### src/rtl/mem_req_arbiter.sv
// Round-robin arbiter that funnels NUM_CH requester channels onto a single
// memory-controller port, one outstanding op at a time. When the controller
// reports a miss, the arbiter issues a fill to the next level, waits for it,
// pulses repair_resolved and reissues the op. An op that is still missing after
// MAX_RETRY repairs completes with ch_resp_err set.
module mem_req_arbiter #(
  parameter int NUM_CH    = 4,
  parameter int ADDR_W    = 32,
  parameter int DATA_W    = 128,
  parameter int MAX_RETRY = 3,
  localparam int MASK_W   = DATA_W / 8
) (
  input  logic                       clk,
  input  logic                       rst,
  input  logic [NUM_CH-1:0]          ch_req_valid,
  input  logic [NUM_CH-1:0]          ch_req_we,
  input  logic [NUM_CH*ADDR_W-1:0]   ch_req_addr,
  input  logic [NUM_CH*DATA_W-1:0]   ch_req_wdata,
  input  logic [NUM_CH*MASK_W-1:0]   ch_req_wmask,
  output logic [NUM_CH-1:0]          ch_req_ready,
  output logic [NUM_CH-1:0]          ch_resp_valid,
  output logic [DATA_W-1:0]          ch_resp_rdata,
  output logic                       ch_resp_err,
  output logic                       raddr_valid,
  output logic [ADDR_W-1:0]          raddr,
  output logic                       waddr_valid,
  output logic [ADDR_W-1:0]          waddr,
  output logic [DATA_W-1:0]          wdata,
  output logic [MASK_W-1:0]          wmask,
  input  logic                       mem_ready,
  input  logic                       rdata_valid,
  input  logic [DATA_W-1:0]          rdata,
  input  logic                       read_miss_repair,
  input  logic                       write_miss_repair,
  input  logic [ADDR_W-1:0]          missed_addr,
  output logic                       fill_req_valid,
  output logic [ADDR_W-1:0]          fill_addr,
  input  logic                       fill_done,
  output logic                       repair_resolved,
  output logic                       proto_err
);

  localparam int CH_W = $clog2(NUM_CH);

  typedef enum logic [2:0] {
    S_IDLE,
    S_ISSUE,
    S_WAIT,
    S_FILL,
    S_FILL_WAIT,
    S_RESOLVE
  } state_t;

  state_t              state;
  state_t              state_nxt;
  logic [CH_W-1:0]     rr_ptr;
  logic [2:0]          retry;

  // Search helpers for the round-robin pick
  logic [CH_W:0]       rr_sum;
  logic [CH_W-1:0]     rr_idx;
  logic                grant_found;
  logic [CH_W-1:0]     grant_idx;
  logic [NUM_CH-1:0]   grant_oh;

  // Latched op payload (data only, no reset needed)
  logic [CH_W-1:0]     grant_q;
  logic                we_q;
  logic [ADDR_W-1:0]   addr_q;
  logic [DATA_W-1:0]   wdata_q;
  logic [MASK_W-1:0]   wmask_q;
  logic [ADDR_W-1:0]   miss_addr_q;
  logic [NUM_CH-1:0]   resp_oh;

  logic                do_grant;
  logic                retry_inc;
  logic                done_ok;
  logic                done_err;
  logic                miss_both;
  logic                miss_hit;
  logic                miss_wrong;
  logic                proto_viol;

  // First valid channel at or after rr_ptr, wrapping modulo NUM_CH.
  always_comb begin
    grant_found = 1'b0;
    grant_idx   = '0;
    rr_sum      = '0;
    rr_idx      = '0;
    for (int i = 0; i < NUM_CH; i++) begin
      rr_sum = {1'b0, rr_ptr} + (CH_W+1)'(i);
      if (rr_sum >= (CH_W+1)'(NUM_CH)) begin
        rr_sum = rr_sum - (CH_W+1)'(NUM_CH);
      end
      rr_idx = rr_sum[CH_W-1:0];
      if (!grant_found && ch_req_valid[rr_idx]) begin
        grant_found = 1'b1;
        grant_idx   = rr_idx;
      end
    end
  end

  assign grant_oh = NUM_CH'(1) << grant_idx;
  assign resp_oh  = NUM_CH'(1) << grant_q;

  // A miss only counts when it matches the op type; both flags at once is
  // treated as garbage and ignored entirely.
  assign miss_both  = read_miss_repair & write_miss_repair;
  assign miss_hit   = (state == S_WAIT) & ~miss_both &
                      (we_q ? write_miss_repair : read_miss_repair);
  assign miss_wrong = (state == S_WAIT) & ~miss_both &
                      (we_q ? read_miss_repair : write_miss_repair);
  assign proto_viol = miss_wrong
                    | ((state == S_WAIT) & miss_both)
                    | ((state != S_WAIT) & (read_miss_repair | write_miss_repair | rdata_valid))
                    | ((state != S_FILL_WAIT) & fill_done);

  // Next-state and per-cycle action decode.
  always_comb begin
    state_nxt = state;
    do_grant  = 1'b0;
    retry_inc = 1'b0;
    done_ok   = 1'b0;
    done_err  = 1'b0;
    case (state)
      S_IDLE: begin
        if (grant_found) begin
          do_grant  = 1'b1;
          state_nxt = S_ISSUE;
        end
      end
      S_ISSUE: begin
        if (mem_ready) state_nxt = S_WAIT;
      end
      S_WAIT: begin
        // A miss in the same cycle as rdata_valid wins; that data is dropped.
        if (miss_hit) begin
          if (retry == 3'(MAX_RETRY)) begin
            done_err  = 1'b1;
            state_nxt = S_IDLE;
          end else begin
            retry_inc = 1'b1;
            state_nxt = S_FILL;
          end
        end else if (rdata_valid) begin
          done_ok   = 1'b1;
          state_nxt = S_IDLE;
        end
      end
      S_FILL:      state_nxt = S_FILL_WAIT;
      S_FILL_WAIT: begin
        if (fill_done) state_nxt = S_RESOLVE;
      end
      S_RESOLVE:   state_nxt = S_ISSUE;
      default:     state_nxt = S_IDLE;
    endcase
  end

  // Control state, round-robin pointer, retry count and registered responses.
  always_ff @(posedge clk or posedge rst) begin
    if (rst) begin
      state         <= S_IDLE;
      rr_ptr        <= '0;
      retry         <= '0;
      ch_resp_valid <= '0;
      ch_resp_err   <= 1'b0;
      ch_resp_rdata <= '0;
      proto_err     <= 1'b0;
    end else begin
      state <= state_nxt;
      if (do_grant) begin
        rr_ptr <= (grant_idx == CH_W'(NUM_CH - 1)) ? '0 : grant_idx + CH_W'(1);
        retry  <= '0;
      end else if (retry_inc) begin
        retry <= retry + 3'd1;
      end
      ch_resp_valid <= (done_ok | done_err) ? resp_oh : '0;
      ch_resp_err   <= done_err;
      ch_resp_rdata <= (done_ok & ~we_q) ? rdata : '0;
      if (proto_viol) proto_err <= 1'b1;
    end
  end

  // Capture the granted request and the address of an accepted miss.
  always_ff @(posedge clk) begin
    if (do_grant) begin
      grant_q <= grant_idx;
      we_q    <= ch_req_we[grant_idx];
      addr_q  <= ch_req_addr[grant_idx*ADDR_W +: ADDR_W];
      wdata_q <= ch_req_wdata[grant_idx*DATA_W +: DATA_W];
      wmask_q <= ch_req_wmask[grant_idx*MASK_W +: MASK_W];
    end
    if (miss_hit) miss_addr_q <= missed_addr;
  end

  // Payload outputs are forced to zero whenever their qualifier is low.
  assign ch_req_ready    = (state == S_IDLE && grant_found && !rst) ? grant_oh : '0;
  assign raddr_valid     = (state == S_ISSUE) & ~we_q;
  assign waddr_valid     = (state == S_ISSUE) & we_q;
  assign raddr           = raddr_valid ? addr_q  : '0;
  assign waddr           = waddr_valid ? addr_q  : '0;
  assign wdata           = waddr_valid ? wdata_q : '0;
  assign wmask           = waddr_valid ? wmask_q : '0;
  assign fill_req_valid  = (state == S_FILL);
  assign fill_addr       = fill_req_valid ? miss_addr_q : '0;
  assign repair_resolved = (state == S_RESOLVE);

endmodule

### config.mk
export PLATFORM = sky130hd
export DESIGN_NAME = mem_req_arbiter
export DESIGN_NICKNAME = d
export VERILOG_FILES = /design/src/rtl/mem_req_arbiter.sv
export SDC_FILE = /design/constraint.sdc
export NUM_CORES = 1
export LEC_CHECK = 0
export ABC_AREA = 1
export ABC_CLOCK_PERIOD_IN_PS = 13050
export BUFFER_PORTS_ARGS = -buffer_cell sky130_fd_sc_hd__buf_4
export CORE_AREA = 2 2 497 499
export CTS_BUF_LIST = sky130_fd_sc_hd__clkbuf_8
export DETAILED_ROUTE_END_ITERATION = 7
export DIE_AREA = 0 0 499 501
export GPL_TIMING_DRIVEN = 0
export PLACE_DENSITY = 0.3
export SYNTH_ARGS = -nofsm -noshare
export SYNTH_HDL_FRONTEND = slang
export SYNTH_SLANG_ARGS = --single-unit
export TNS_END_PERCENT = 50
### constraint.sdc
create_clock -name clk -period 13.05 [get_ports clk]
set_input_delay 2.61 -clock clk [delete_from_list [all_inputs] [get_ports clk]]
set_output_delay 2.61 -clock clk [all_outputs]
set_load 0.05 [all_outputs]
Word-level counts from Yosys, hierarchy flattened

Cells that the tools add are included.

Register bits after elaboration: 353
Input bits: 879
Output and inout bits: 382
Word-level logic and storage cells: 132

Add/subtract/negate cells: 9
$lt $le $gt $ge: 9
Equal/unequal tests: 13
Shift-type cells: 5
Mux-type cells: 53
Bitwise operators: 18
Reductions and logical operators: 12

Operator list:

| cell                                                                         | number |
|---|---|
| 512-bit by 10-bit variable part select with 128-bit output                   | 1 |
| 128-bit 2-to-1 mux                                                           | 2 |
| 128-bit by 8-bit variable part select with 32-bit output                     | 1 |
| 32-bit 2-to-1 mux                                                            | 3 |
| 64-bit by 7-bit variable part select with 16-bit output                      | 1 |
| 1-bit 2-to-1 mux                                                             | 22 |
| 3-bit 2-to-1 mux                                                             | 7 |
| 2-bit 2-to-1 mux                                                             | 10 |
| 3-bit case mux with 6 select lines                                           | 1 |
| 16-bit 2-to-1 mux                                                            | 1 |
| 2-bit by 3-bit less-than comparator with 1-bit output, second input constant | 5 |
| 1-bit AND                                                                    | 10 |
| 1-bit binary-select mux with 2-bit select                                    | 5 |
| 3-bit by 2-bit == test with 1-bit output, second input constant              | 3 |
| 3-bit greater-or-equal comparator, second input constant                     | 3 |
| 4-bit 2-to-1 mux                                                             | 2 |
| 1-bit by 2-bit << shifter with 4-bit output, first input constant            | 2 |
| 2-bit by 1-bit subtractor with 2-bit output, second input constant           | 4 |
| 2-bit by 2-bit adder with 3-bit output, second input constant                | 2 |
| 3-bit == test, second input constant                                         | 2 |
| 2-bit inequality test, second input constant                                 | 3 |
| 3-bit inequality test, second input constant                                 | 2 |
| 1-bit bitwise OR                                                             | 6 |
| 1-bit logical AND                                                            | 5 |
| other kinds (12)                                                             | 16 |

Longest topological paths before layout

Gate-level depths: netlist (run 1).

Depth in word-level cells: 17
Depth in mapped cells: 16
Gate-level depth less buffers: 13

Least setup slack after synthesis (run 1)

Ideal clock, no wire load.

Path kind: input-to-output
From: in ch_req_valid[1]
To: out ch_req_ready[1]
Data arrival time: 8.620 ns
Data required time: 10.440 ns
Slack: 1.820 ns
Stages: 11
Buffers on the path: 1
Cells stage by stage: inv_1 -> nand2_1 -> nand3_1 -> nand2_2 -> inv_1 -> nand3_4 -> buf_4 -> nand2_1 -> inv_1 -> nand2_1 -> nor3_1

Cells in the longest elaborated chain, start to end: 15
Elaborated cells on any way between the ends: 26
Classes of those cells: shift (1); mux (17); reduce/logical (8)

Ends and longest elaborated chain:

| item                                      | line | text |
|---|---|---|
| start: declaration                        | 15   | `input logic [NUM_CH-1:0] ch_req_valid,` |
| 1-bit binary-select mux with 2-bit select | 96   | `if (!grant_found && ch_req_valid[rr_idx]) begin` |
| 1-bit 2-to-1 mux (implied by the code)    | 96   |  |
| 1-bit 2-to-1 mux                          | 96   |  |
| 1-bit logical NOT                         | 96   |  |
| 1-bit logical AND                         | 96   |  |
| 1-bit 2-to-1 mux                          | 96   |  |
| 1-bit logical NOT                         | 96   |  |
| 1-bit logical AND                         | 96   |  |
| 1-bit 2-to-1 mux                          | 96   |  |
| 1-bit logical NOT                         | 96   |  |
| 1-bit logical AND                         | 96   |  |
| 1-bit 2-to-1 mux                          | 96   |  |
| 1-bit logical AND (2 in a row)            | 197  | `assign ch_req_ready = (state == S_IDLE && grant_found && !rst) ? grant_oh : '0;` |
| 4-bit 2-to-1 mux *                        | 197  |  |
| end: declaration                          | 20   | `output logic [NUM_CH-1:0] ch_req_ready,` |

Every way passes the cells marked *; elsewhere a longest branch is shown, timed or not. The select of a mux whose other input is x is not followed.

Worst setup path in the final report (run 1)

From: in ch_req_valid[0]
To: out ch_req_ready[3]

Same word-level chain as after synthesis.

==> results.md, run 1 <==
- Max Transition Viols Final: 0
- H-Tree Level Count: 3
- Critical Setup Path Class: input port to output port
- Avg Synthesized Cell Area: 6.92 um^2
- Predominant post-synthesis flop cell: sky130_fd_sc_hd__edfxtp_1
- CTS Buffer Depth: 3
- Arrival time of data at the critical path endpoint: 5.27 ns
- Total net switching power: 0.00669 W
- Worst Path Required: 10.44 ns
- Remaining antenna violation count: 0
- Distinct cell type count after synthesis: 31
- Post-CTS Hold Buffers: 0
- Area occupied by multi-input gates: approximately 8400 um^2
- Unrepaired setup endpoints after global routing: false
- Launching instance or port of the critical path: ch_req_valid[0]
- Clk_lat worst skew: between 0.8 and 0.9 ns
- I/O pins: ~1.3k
- Worst hold start: grant_q[0]$_DFFE_PP_
- Min-Delay Path Depth: 1
- Peak clock frequency supported by timing: 127 MHz
- Worst IR drop on VDD: about 0.13 mV
- Number of cells on the worst reg-to-reg path: 13
- Number of endpoints failing setup at the final stage: 0
- Post-CTS Setup Bufs: 0
- Worst Clk Skew: approximately 0.065 ns
- Row count: roughly 180
- Number of design-rule violations left by the first detailed-router iteration: 1,733
- Clock tree from TritonCTS: done
- Clock transition at the register clock pins on the worst setup and hold paths after CTS: 0.06 ns
- Chip Width: roughly 500 um
- Quantity of gates resized following cts: 0
- Routed via count divided by cell count: 3.43
- CTS Sinks: 353
- Height of the die: 501 um
- Remaining global-route overflow: 0
- Async S/R FF share, synth: 40.2%
- Largest net degree at the start of global routing: 101
- Starting Density: 9.06%
- Post-synth EDFFs: 211
- Std-Cell Core Area: ~240,000 um^2
- Clock Root Buffer: sky130_fd_sc_hd__clkbuf_8
- Switching portion of total power: 59.2%
- Crit path capture type: output port
- Met3 Resource Use GR: 4.73%
- Total number of vias: 26.9k
- Reg-to-reg critical path endpoint: wdata_q[5]$_DFFE_PP_
- Sequential share of the synthesized area: between 40% and 50%
- Worst-Margin Slew: 1.18 ns
- Detailed placement HPWL: 166,000 um
- Met1 track demand over resource in global routing: 17.3%
- Per-cell routed wire length: roughly 25 um
- Number of antenna violations at the first check in global routing: 72
- Global-route wire length before repair: approximately 250,000 um
- WL final: 195,000 um
- Synth Net Count: 4,087
- Reg area: 9890 um^2
- Area of the die: 250,000 um^2
- Final worst path period need: approximately 8 ns
- Largest fanout of any net on the critical path: 10
- Post-synth top area share: between 20% and 30%
- Placer Congestion: 0.888
- Classification of the worst-slack hold path: register to register
- Count of warnings emitted by yosys: 0
- FF+latch count, synth: 353
- Setup slack of the worst register-to-register path: around 9.4 ns
- End-of-flow core utilization: 15.4%
- Via count of the first global-routing pass: 28.0k
- Share of total power in sequential cells: 18.3%
- DR DRC count: 0
- Relative contribution of the clock network to total power: 12.9%
- Number of hold-slack violations in the final timing report: 0
- Critical R2R Launch: rr_ptr[0]$_DFFE_PP0P_
- Pwr Total: 0.0113 W
- Number of port buffers: ~1.3k
- Worst setup SP type: input port
- Worst Hold End: ch_resp_valid[0]$_DFF_PP0_
- Power per cell area: 301 nW/um^2
- Number of max-capacitance violations reported: 0
- Largest area contributor in the synthesized netlist: sky130_fd_sc_hd__edfxtp_1
- Final Cycle Share: between 60% and 70%
- Synthesized area: roughly 22,000 um^2
- Power share of the combinational group: 68.8%
- Ranking of synthesized cells by area: sky130_fd_sc_hd__edfxtp_1 (29%), sky130_fd_sc_hd__dfrtp_1 (16%), sky130_fd_sc_hd__nand2_1 (16%)
- GR peak layer: met2
- Area added between synthesis and finish: 69.5%
- Worst relative slew slack: a little over a fifth
- Number of nets in the layout: 5,440
- Number of buffers created by CTS: 86
- Pre-antenna DRT Iters: 7
- Ratio of cells with drive above 1 in the final layout: 34.1%
- Global routing usage on met2: 26.2%
- Fill cells: 28.6k
- Total routing resource utilization after global routing: between 10% and 20%
- Internal power: 0.00462 W
- Static leakage power: around 21 nW
- Mapped Cells: 3,205
- Outcome: completed
[cell usage after synthesis (2+ instances only)]
master / instances
sky130_fd_sc_hd__o21ai_0: 6
sky130_fd_sc_hd__clkbuf_1: 69
sky130_fd_sc_hd__nand3_1: 190
sky130_fd_sc_hd__a31oi_1: 2
sky130_fd_sc_hd__inv_1: 721
sky130_fd_sc_hd__buf_1: 5
sky130_fd_sc_hd__buf_6: 4
sky130_fd_sc_hd__nor3_1: 8
sky130_fd_sc_hd__edfxtp_1: 211
sky130_fd_sc_hd__dfrtp_1: 142
sky130_fd_sc_hd__nand4_1: 356
sky130_fd_sc_hd__nand2_2: 7
sky130_fd_sc_hd__buf_2: 125
sky130_fd_sc_hd__nand3_2: 4
sky130_fd_sc_hd__ha_1: 3
sky130_fd_sc_hd__nor2_1: 381
sky130_fd_sc_hd__nand2_1: 925
sky130_fd_sc_hd__inv_4: 2
sky130_fd_sc_hd__buf_4: 32
[final cells by class]
| class | count | area share [%] |
|---|---|---|
| buffer | 235 | 3.18 |
| tap | 3220 | 10.7 |
| antenna | 12 | 0.0799 |
| sequential | 353 | 26.3 |
| timing repair buffer | 1265 | 25.5 |
| clock inverter | 60 | 1.17 |
| inverter | 725 | 7.29 |
| clock buffer | 95 | 3.48 |
| multi-input combinational | 1892 | 22.3 |
[logic make-up (layout without fill, tap and decap cells)]
family	after synthesis	count (layout)	share of synthesized area, %
flip-flops	353	353	44.6
AO/OA/AOI/OAI	12	12	0.327
buffers and inverters	960	2380	17.7
XOR/XNOR	1	1	0.0395
AND/OR/NAND/NOR	1876	1876	37.2
other	0	12	0
adder cells (fa/ha/maj)	3	3	0.169
[worst max-delay path, stage by stage]
cell	delay, ns
sky130_fd_sc_hd__buf_4	0.11
sky130_fd_sc_hd__inv_1	0.07
sky130_fd_sc_hd__nand2_1	0.05
sky130_fd_sc_hd__nand2_1	0.08
sky130_fd_sc_hd__nor2_1	0.05
sky130_fd_sc_hd__nor2_2	0.22
sky130_fd_sc_hd__nand3_4	0.12
sky130_fd_sc_hd__nand3_2	0.18
sky130_fd_sc_hd__buf_2	0.63
sky130_fd_sc_hd__buf_2	0.41
sky130_fd_sc_hd__inv_1	0.08
sky130_fd_sc_hd__ha_1	0.25
sky130_fd_sc_hd__inv_1	0.12
sky130_fd_sc_hd__nor2_1	0.06
sky130_fd_sc_hd__buf_4	0.19
[flip-flops by register name, summed over array words and instances, names as in the netlist]
name	cells
grant_q	2
state	3
ch_resp_rdata	128
ch_resp_valid	4
retry	3
we_q	1
miss_addr_q	32
rr_ptr	2
addr_q	32
ch_resp_err	1
wdata_q	128
wmask_q	16
proto_err	1
[worst max-delay path by stage]
stage	to	slack [ns]
finish	ch_req_ready[3]	5.17
global route	ch_req_ready[3]	4.96
CTS	ch_req_ready[3]	5.05
detailed placement	ch_req_ready[3]	5.07
global placement	ch_req_ready[1]	-2.50
floorplan	ch_req_ready[1]	1.82
[power groups by stage]
stage          combinational (W)  sequential [W]  clock [W]
2_1_floorplan            0.00424         0.00217          0
3_3_place_gp             0.00794         0.00221          0
3_5_place_dp             0.00796         0.00209          0
4_1_cts                  0.00799         0.00207    0.00158
5_1_grt                  0.00855         0.00210    0.00160
6_report                 0.00779         0.00207    0.00146
[through the flow]
stage / hold WS [ns] / instances / setup slack (ns) / TNS, ns / area (um^2)
after floorplan: 0.435 / 3205 / 1.82 / 0 / 22200
after global placement: 0.492 / 7685 / -2.50 / -9.45 / 35700
after detailed placement: 0.490 / 7690 / 5.07 / 0 / 35800
after CTS: 0.505 / 7845 / 5.05 / 0 / 37600
after global routing: 0.543 / 7849 / 4.96 / 0 / 37600
final: 0.507 / 7857 / 5.17 / 0 / 37600
[per-layer routing]
metal | wire length (um) | up-vias
li1 | - | 12600
met1 | 77200 | 12700
met2 | 95200 | 1326
met3 | 16500 | 265
met4 | 5960 | 20
met5 | 135 | -
[layout by cell type (no fill, tap or decap), types with 13 or more instances in the layout]
master                     count
sky130_fd_sc_hd__dfrtp_1     142
sky130_fd_sc_hd__nand3_1     190
sky130_fd_sc_hd__nand2_1     925
sky130_fd_sc_hd__clkinv_2     13
sky130_fd_sc_hd__buf_4      1292
sky130_fd_sc_hd__inv_1       745
sky130_fd_sc_hd__edfxtp_1    211
sky130_fd_sc_hd__clkbuf_8     95
sky130_fd_sc_hd__buf_2       125
sky130_fd_sc_hd__nor2_1      381
sky130_fd_sc_hd__clkbuf_1     62
sky130_fd_sc_hd__nand4_1     356
No activity file was read; power rests on OpenSTA's default activity.
==> inputs of run 2 (changes only) <==
- ABC_CLOCK_PERIOD_IN_PS: 13050 -> 8080
- clock period: 13.05 -> 8.08 ns (I/O delays scaled with it)
==> results.md, run 2 (synthesized netlist as in run 1, its figures left out) <==
- Outcome: completed
- Via count of the first global-routing pass: 28.0k (+0.12%)
- Cell family with the largest share of critical-path delay: buffers and inverters
- Static leakage power: 20.6 nW (+0.14%)
- Arrival time of data at the critical path endpoint: 4.39 ns (-0.88 ns)
- Final Cycle Share: 74.3%
- Worst Path Required: 6.46 ns (-3.98 ns)
- CTS Buffer Depth: 3 (unchanged)
- Remaining antenna violation count: 0 (unchanged)
- Max Transition Viols Final: 0 (unchanged)
- Post-Place Setup Slack: 1.96 ns (-3.11 ns)
- I/O pins: 1,261 (unchanged)
- Crit path capture type: output port
- Most frequent standard cell in the layout excluding fill and tap cells: sky130_fd_sc_hd__buf_4
- Final worst path period need: 6.00 ns
- Height of the die: 501 um (unchanged)
- Ratio of cells with drive above 1 in the final layout: 34.2% (+0.086 points)
- Number of hold-slack violations in the final timing report: 0 (unchanged)
- DR DRC count: 0 (unchanged)
- Largest fanout of any net on the critical path: 10 (unchanged)
- Chip Width: 499 um (unchanged)
- Std-Cell Core Area: 245,000 um^2 (unchanged)
- Per-cell routed wire length: 24.9 um (+0.37%)
- Pre-antenna DRT Iters: 5 (-2)
- Routed via count divided by cell count: 3.44 (+0.33%)
- Clk_lat worst skew: 0.81 ns (-0.03 ns)
- Unrepaired setup endpoints after global routing: false
- Classification of the worst-slack hold path: register to register
- Number of nets in the layout: 5,443 (+0.055%)
- Global-route wire length before repair: 253,000 um (+0.15%)
- Row count: 182 (unchanged)
- Number of design-rule violations left by the first detailed-router iteration: 1,511 (-13%)
- End-of-flow core utilization: 15.4% (+0.062 points)
- Number of port buffers: 1,260 (unchanged)
- Number of buffers created by CTS: 85 (-1.2%)
- Clock tree from TritonCTS: done
- Highest cell delay on the worst timing path: 0.68 ns (+0.05 ns)
- Peak clock frequency supported by timing: 167 MHz
- Area of the die: 250,000 um^2 (unchanged)
- Post-CTS Hold Buffers: 0 (unchanged)
- Slowest-stage cell, CP: sky130_fd_sc_hd__clkbuf_1
- Detailed placement HPWL: 167,000 um (+0.73%)
- Clock transition at the register clock pins on the worst setup and hold paths after CTS: 0.06 ns (about the same)
- H-Tree Level Count: 3 (unchanged)
- Post-CTS Setup Bufs: 0 (unchanged)
- Number of antenna violations at the first check in global routing: 74 (+2.8%)
- Clock Root Buffer: sky130_fd_sc_hd__clkbuf_8
- Leading cell types in the layout, fill and taps excluded: sky130_fd_sc_hd__buf_4 (1,292), sky130_fd_sc_hd__nand2_1 (925), sky130_fd_sc_hd__inv_1 (738)
- CTS Sinks: 353 (unchanged)
- Critical Setup Path Class: register to output port
- Number of endpoints failing setup at the final stage: 0 (unchanged)
- Quantity of gates resized following cts: 0 (unchanged)
- Largest net degree at the start of global routing: 113 (+12%)
- Area added between synthesis and finish: 70.2%
- Detailed-routing wirelength on met1: 76,100 um (-1.4%)
- CP Cell Sequence: inv_1 > nand2_1 > nor2_1 > inv_1 > nor2_1 > clkinv_1 > clkbuf_2 > clkbuf_1 > nor2_1 > buf_4
- Worst-Margin Slew: 1.27 ns (+0.0960 ns)
- Buffer and inverter count on the worst path: 6 (-1)
- Total number of vias: 27.1k (+0.44%)
- Number of max-capacitance violations reported: 0 (unchanged)
- WL final: 196,000 um (+0.49%)
- Worst setup SP type: register
- Total routing resource utilization after global routing: 15.1% (+0.054 points)
- Power per cell area: 489 nW/um^2 (+63%)
- Top flop regs: ch_resp_rdata x128, wdata_q x128
- Placer Congestion: 0.891 (+0.36%)
- Top cell by count, worst path: sky130_fd_sc_hd__nor2_1
- Worst relative slew slack: 15.3% (-6.4 points)
- Post-route worst setup slack: 2.08 ns (-3.10 ns)
- Worst Clk Skew: 0.0681 ns (+0.00301 ns)
- Wire length on met3: 17,600 um (+6.8%)
- Remaining global-route overflow: 0 (unchanged)
- Highest metal layer used by the detailed router: met5
- Starting Density: 9.06% (unchanged)
- Worst IR drop on VDD: 0.280 mV (+110%)
- Met2 wire length: 97,300 um (+2.1%)
run 2: changes by cell type in the layout (fill, tap and decap cells not counted), sizes merged:
cell,before,now
inv,759,752
diode,12,18
buf,1431,1435
bufinv,4,8
clkinv,22,24
clkbuf,164,163
clkinvlp,0,1
run 2: layer usage:
| layer | GRT usage [%] | vias up |
|---|---|---|
| met5 | 0 | - |
| met4 | 4.52 | 22 |
| met3 | 5.00 | 260 |
| met2 | 26.5 | 1323 |
| met1 | 17.1 | 12800 |
| li1 | - | 12600 |
run 2: stage by stage:
stage / total power (W) / setup TNS (ns) / hold WS (ns) / cells / instance area [um^2]
global route: 0.0199 / 0 / 0.532 / 7856 / 37700
detailed placement: 0.0163 / 0 / 0.466 / 7694 / 35900
floorplan: 0.0103 / 0 / 0.435 / 3205 / 22200
CTS: 0.0190 / 0 / 0.482 / 7848 / 37700
global placement: 0.0164 / -197.98 / 0.463 / 7685 / 35700
finish: 0.0185 / 0 / 0.481 / 7866 / 37700
run 2: path summary, 6_finish.rpt:
check,end,slack (ns),depth (start not counted),start
max,wdata[54],2.08,10,state[1]$_DFFE_PP0P_
min,ch_resp_valid[1]$_DFF_PP0_,0.48,1,grant_q[1]$_DFFE_PP_
max reg2reg,wdata_q[11]$_DFFE_PP_,4.44,15,rr_ptr[0]$_DFFE_PP0P_
min reg2reg,ch_resp_valid[1]$_DFF_PP0_,0.48,1,grant_q[1]$_DFFE_PP_
max in group asynchronous,ch_resp_rdata[41]$_DFF_PP0_,6.31,3,rst
min in group asynchronous,ch_resp_err$_DFF_PP0_,0.79,2,rst
run 2: where the power goes:
part / internal (W) / switching (W)
clock network: 0.00135 / 0.00112
logic: 0.00316 / 0.00952
registers: 0.00310 / 0.000214
total: 0.00761 / 0.0109
run 2: layout make-up:
| class | instances | area, um^2 |
|---|---|---|
| fill | 28500 | 207000 |
| sequential | 353 | 9890 |
| timing repair buffer | 1269 | 9640 |
| multi-input combinational | 1892 | 8370 |
| tap | 3220 | 4030 |
| inverter | 725 | 2740 |
| clock buffer | 94 | 1290 |
| buffer | 235 | 1190 |
| clock inverter | 60 | 543 |
| antenna | 18 | 45.0 |
==> inputs of run 3 (changes only) <==
- ABC_CLOCK_PERIOD_IN_PS: 8080 -> 5500
- CORE_AREA: 2 2 497 499 -> 2 2 485 487
- DIE_AREA: 0 0 499 501 -> 0 0 487 489
- PLACE_DENSITY: 0.3 -> 0.31
- clock period: 8.08 -> 5.5 ns (I/O delays scaled with it)
==> results.md, run 3 (synthesized netlist as in run 1, its figures left out) <==
- Outcome: completed
- Starting Density: 9.49% (+0.43 points)
- Largest fanout of any net on the critical path: 29 (+19)
- CTS Buffer Depth: 3 (unchanged)
- Detailed placement HPWL: 161,000 um (-3.6%)
- Via count of the first global-routing pass: 27.9k (-0.28%)
- Pre-antenna DRT Iters: 5 (unchanged)
- Number of endpoints failing setup at the final stage: 0 (unchanged)
- Total number of vias: 27.1k (+0.13%)
- Worst-Margin Slew: 1.20 ns (-0.0753 ns)
- Share of total power in sequential cells: 18.4% (+0.4 points)
- Clock Root Buffer: sky130_fd_sc_hd__clkbuf_8
- Classification of the worst-slack hold path: input port to asynchronous set/reset pin
- Number of max-capacitance violations reported: 0 (unchanged)
- Remaining global-route overflow: 0 (unchanged)
- Height of the die: 489 um (-2.4%)
- Leading cell types in the layout, fill and taps excluded: sky130_fd_sc_hd__buf_4 (1,292), sky130_fd_sc_hd__nand2_1 (925), sky130_fd_sc_hd__inv_1 (746)
- Clock tree from TritonCTS: done
- Number of hold-slack violations in the final timing report: 0 (unchanged)
- Switching portion of total power: 59.0% (+0.18 points)
- Ratio of cells with drive above 1 in the final layout: 34.0% (-0.17 points)
- Total net switching power: 0.0156 W (+44%)
- H-Tree Level Count: 3 (unchanged)
- Crit path capture type: output port
- Relative contribution of the clock network to total power: 12.2% (-1.2 points)
- Clock transition at the register clock pins on the worst setup and hold paths after CTS: 0.06 ns (about the same)
- Area added between synthesis and finish: 68.9%
- Internal power: 0.0109 W (+43%)
- Row count: 178 (-2.2%)
- Number of nets in the layout: 5,445 (+0.037%)
- Power share of the combinational group: 69.4% (+0.7 points)
- Number of buffers created by CTS: 83 (-2.4%)
- Number of cells on the worst reg-to-reg path: 13 (-2)
- Post-CTS Setup Bufs: 0 (unchanged)
- Worst IR drop on VDD: 0.408 mV (+45%)
- Final worst path period need: ~4.9 ns
- Largest net degree at the start of global routing: 38 (-66%)
- Placer Congestion: 0.877 (-1.5%)
- Routed via count divided by cell count: 3.51 (+2.0%)
- Non-filler instance count after layout: 7,725 (-1.8%)
- Placed Cells: 7,538 (-2.0%)
- Peak clock frequency supported by timing: 202 MHz
- Static leakage power: 20.6 nW (-0.26%)
- Number of design-rule violations left by the first detailed-router iteration: 1,588 (+5.1%)
- WL final: 188,000 um (-4.2%)
- Fill cells: 27.2k (-4.8%)
- I/O pins: 1,261 (unchanged)
- Std-Cell Core Area: 234,000 um^2 (-4.6%)
- Area of the die: 238,000 um^2 (-4.7%)
- Max Transition Viols Final: 0 (unchanged)
- Number of port buffers: 1,260 (unchanged)
- Final Cycle Share: about nine tenths
- Chip Width: 487 um (-2.4%)
- Worst Clk Skew: 0.0444 ns (-0.0237 ns)
- Per-cell routed wire length: 24.3 um (-2.5%)
- Clk_lat worst skew: 0.79 ns (-0.02 ns)
- Most frequent standard cell in the layout excluding fill and tap cells: sky130_fd_sc_hd__buf_4
- Top flop regs: ch_resp_rdata x128, wdata_q x128
- CTS Sinks: 353 (unchanged)
- Worst Path Required: 4.40 ns (-2.06 ns)
- End-of-flow core utilization: 16.0% (+0.61 points)
- Worst relative slew slack: 20.3% (+5.0 points)
- DR DRC count: 0 (unchanged)
- Number of antenna violations at the first check in global routing: 78 (+5.4%)
- Critical Setup Path Class: register to output port
- Remaining antenna violation count: 0 (unchanged)
- Worst setup SP type: register
- Total routing resource utilization after global routing: 15.1% (+0.034 points)
- Unrepaired setup endpoints after global routing: false
- Power per cell area: 707 nW/um^2 (+45%)
- Global-route wire length before repair: 241,000 um (-4.7%)
- Arrival time of data at the critical path endpoint: 3.84 ns (-0.55 ns)
==> run 3: worst max-delay path, cell delays in order (launching register included) <==
cell and delay [ns]:
sky130_fd_sc_hd__dfrtp_1 0.37, sky130_fd_sc_hd__buf_6 0.14, sky130_fd_sc_hd__inv_4 0.12, sky130_fd_sc_hd__nand2_1 0.06, sky130_fd_sc_hd__nand2_1 0.11, sky130_fd_sc_hd__nand2_1 0.07
sky130_fd_sc_hd__inv_1 0.08, sky130_fd_sc_hd__nor2_2 0.06, sky130_fd_sc_hd__nand3_4 0.14, sky130_fd_sc_hd__buf_4 0.36, sky130_fd_sc_hd__nand2_1 0.21, sky130_fd_sc_hd__clkinvlp_4 0.57
sky130_fd_sc_hd__nand2_1 0.23, sky130_fd_sc_hd__nor3_1 0.26, sky130_fd_sc_hd__buf_4 0.24
==> run 3: metrics by stage <==
step | cell area, um^2 | hold WS, ns | TNS (ns) | setup slack [ns] | total power [W]
5_1_grt | 37400 | 0.151 | 0 | 0.164 | 0.0286
4_1_cts | 37400 | 0.0767 | 0 | 0.143 | 0.0272
6_report | 37500 | 0.251 | 0 | 0.561 | 0.0265
2_1_floorplan | 22200 | 0.435 | -2.73 | -0.721 | 0.0152
3_5_place_dp | 35700 | 0.460 | 0 | 0.672 | 0.0237
3_3_place_gp | 35500 | 0.469 | -555.62 | -3.70 | 0.0235
==> run 3: power by group through the flow <==
stage	sequential (W)	clock, W	combinational (W)
2_1_floorplan	0.00511	0	0.0101
4_1_cts	0.00491	0.00348	0.0188
6_report	0.00488	0.00324	0.0184
3_5_place_dp	0.00495	0	0.0187
3_3_place_gp	0.00503	0	0.0184
5_1_grt	0.00497	0.00355	0.0201
==> run 3: cell type report <==
class,count,area (um^2),area share [%]
Timing Repair Buffer,1273,9710,25.9
Multi-Input combinational cell,1892,8370,22.4
Inverter,725,2740,7.30
Clock inverter,53,335,0.895
Antenna cell,41,103,0.274
Sequential cell,353,9890,26.4
Buffer,235,1200,3.20
Clock buffer,93,1280,3.42
Tap cell,3060,3830,10.2
==> run 3: repair_timing <==
action                                  4_1_cts  5_1_grt
hold buffers                                  0        0
resized for setup                             2        0
endpoints found under the setup margin       25        0
==> run 3: worst paths after layout <==
check                                                   end  slack [ns]                  start
worst max-delay path                        ch_req_ready[1]        0.56  rr_ptr[0]$_DFFE_PP0P_
worst min-delay path             ch_resp_valid[0]$_DFF_PP0_        0.25                    rst
worst max register to register        wdata_q[97]$_DFFE_PP_        1.88  rr_ptr[0]$_DFFE_PP0P_
worst min register to register   ch_resp_valid[0]$_DFF_PP0_        0.47   grant_q[0]$_DFFE_PP_
max in group asynchronous       ch_resp_rdata[96]$_DFF_PP0_        4.17                    rst
min in group clk                 ch_resp_valid[0]$_DFF_PP0_        0.47   grant_q[0]$_DFFE_PP_
==> run 3: routing by layer <==
metal  vias up  track usage, %  wire, um
li1      12700               -         -
met3       260            5.39     18300
met5         -               0       150
met1     12800            16.7     70600
met4        24            6.51      6700
met2      1325            25.9     91900
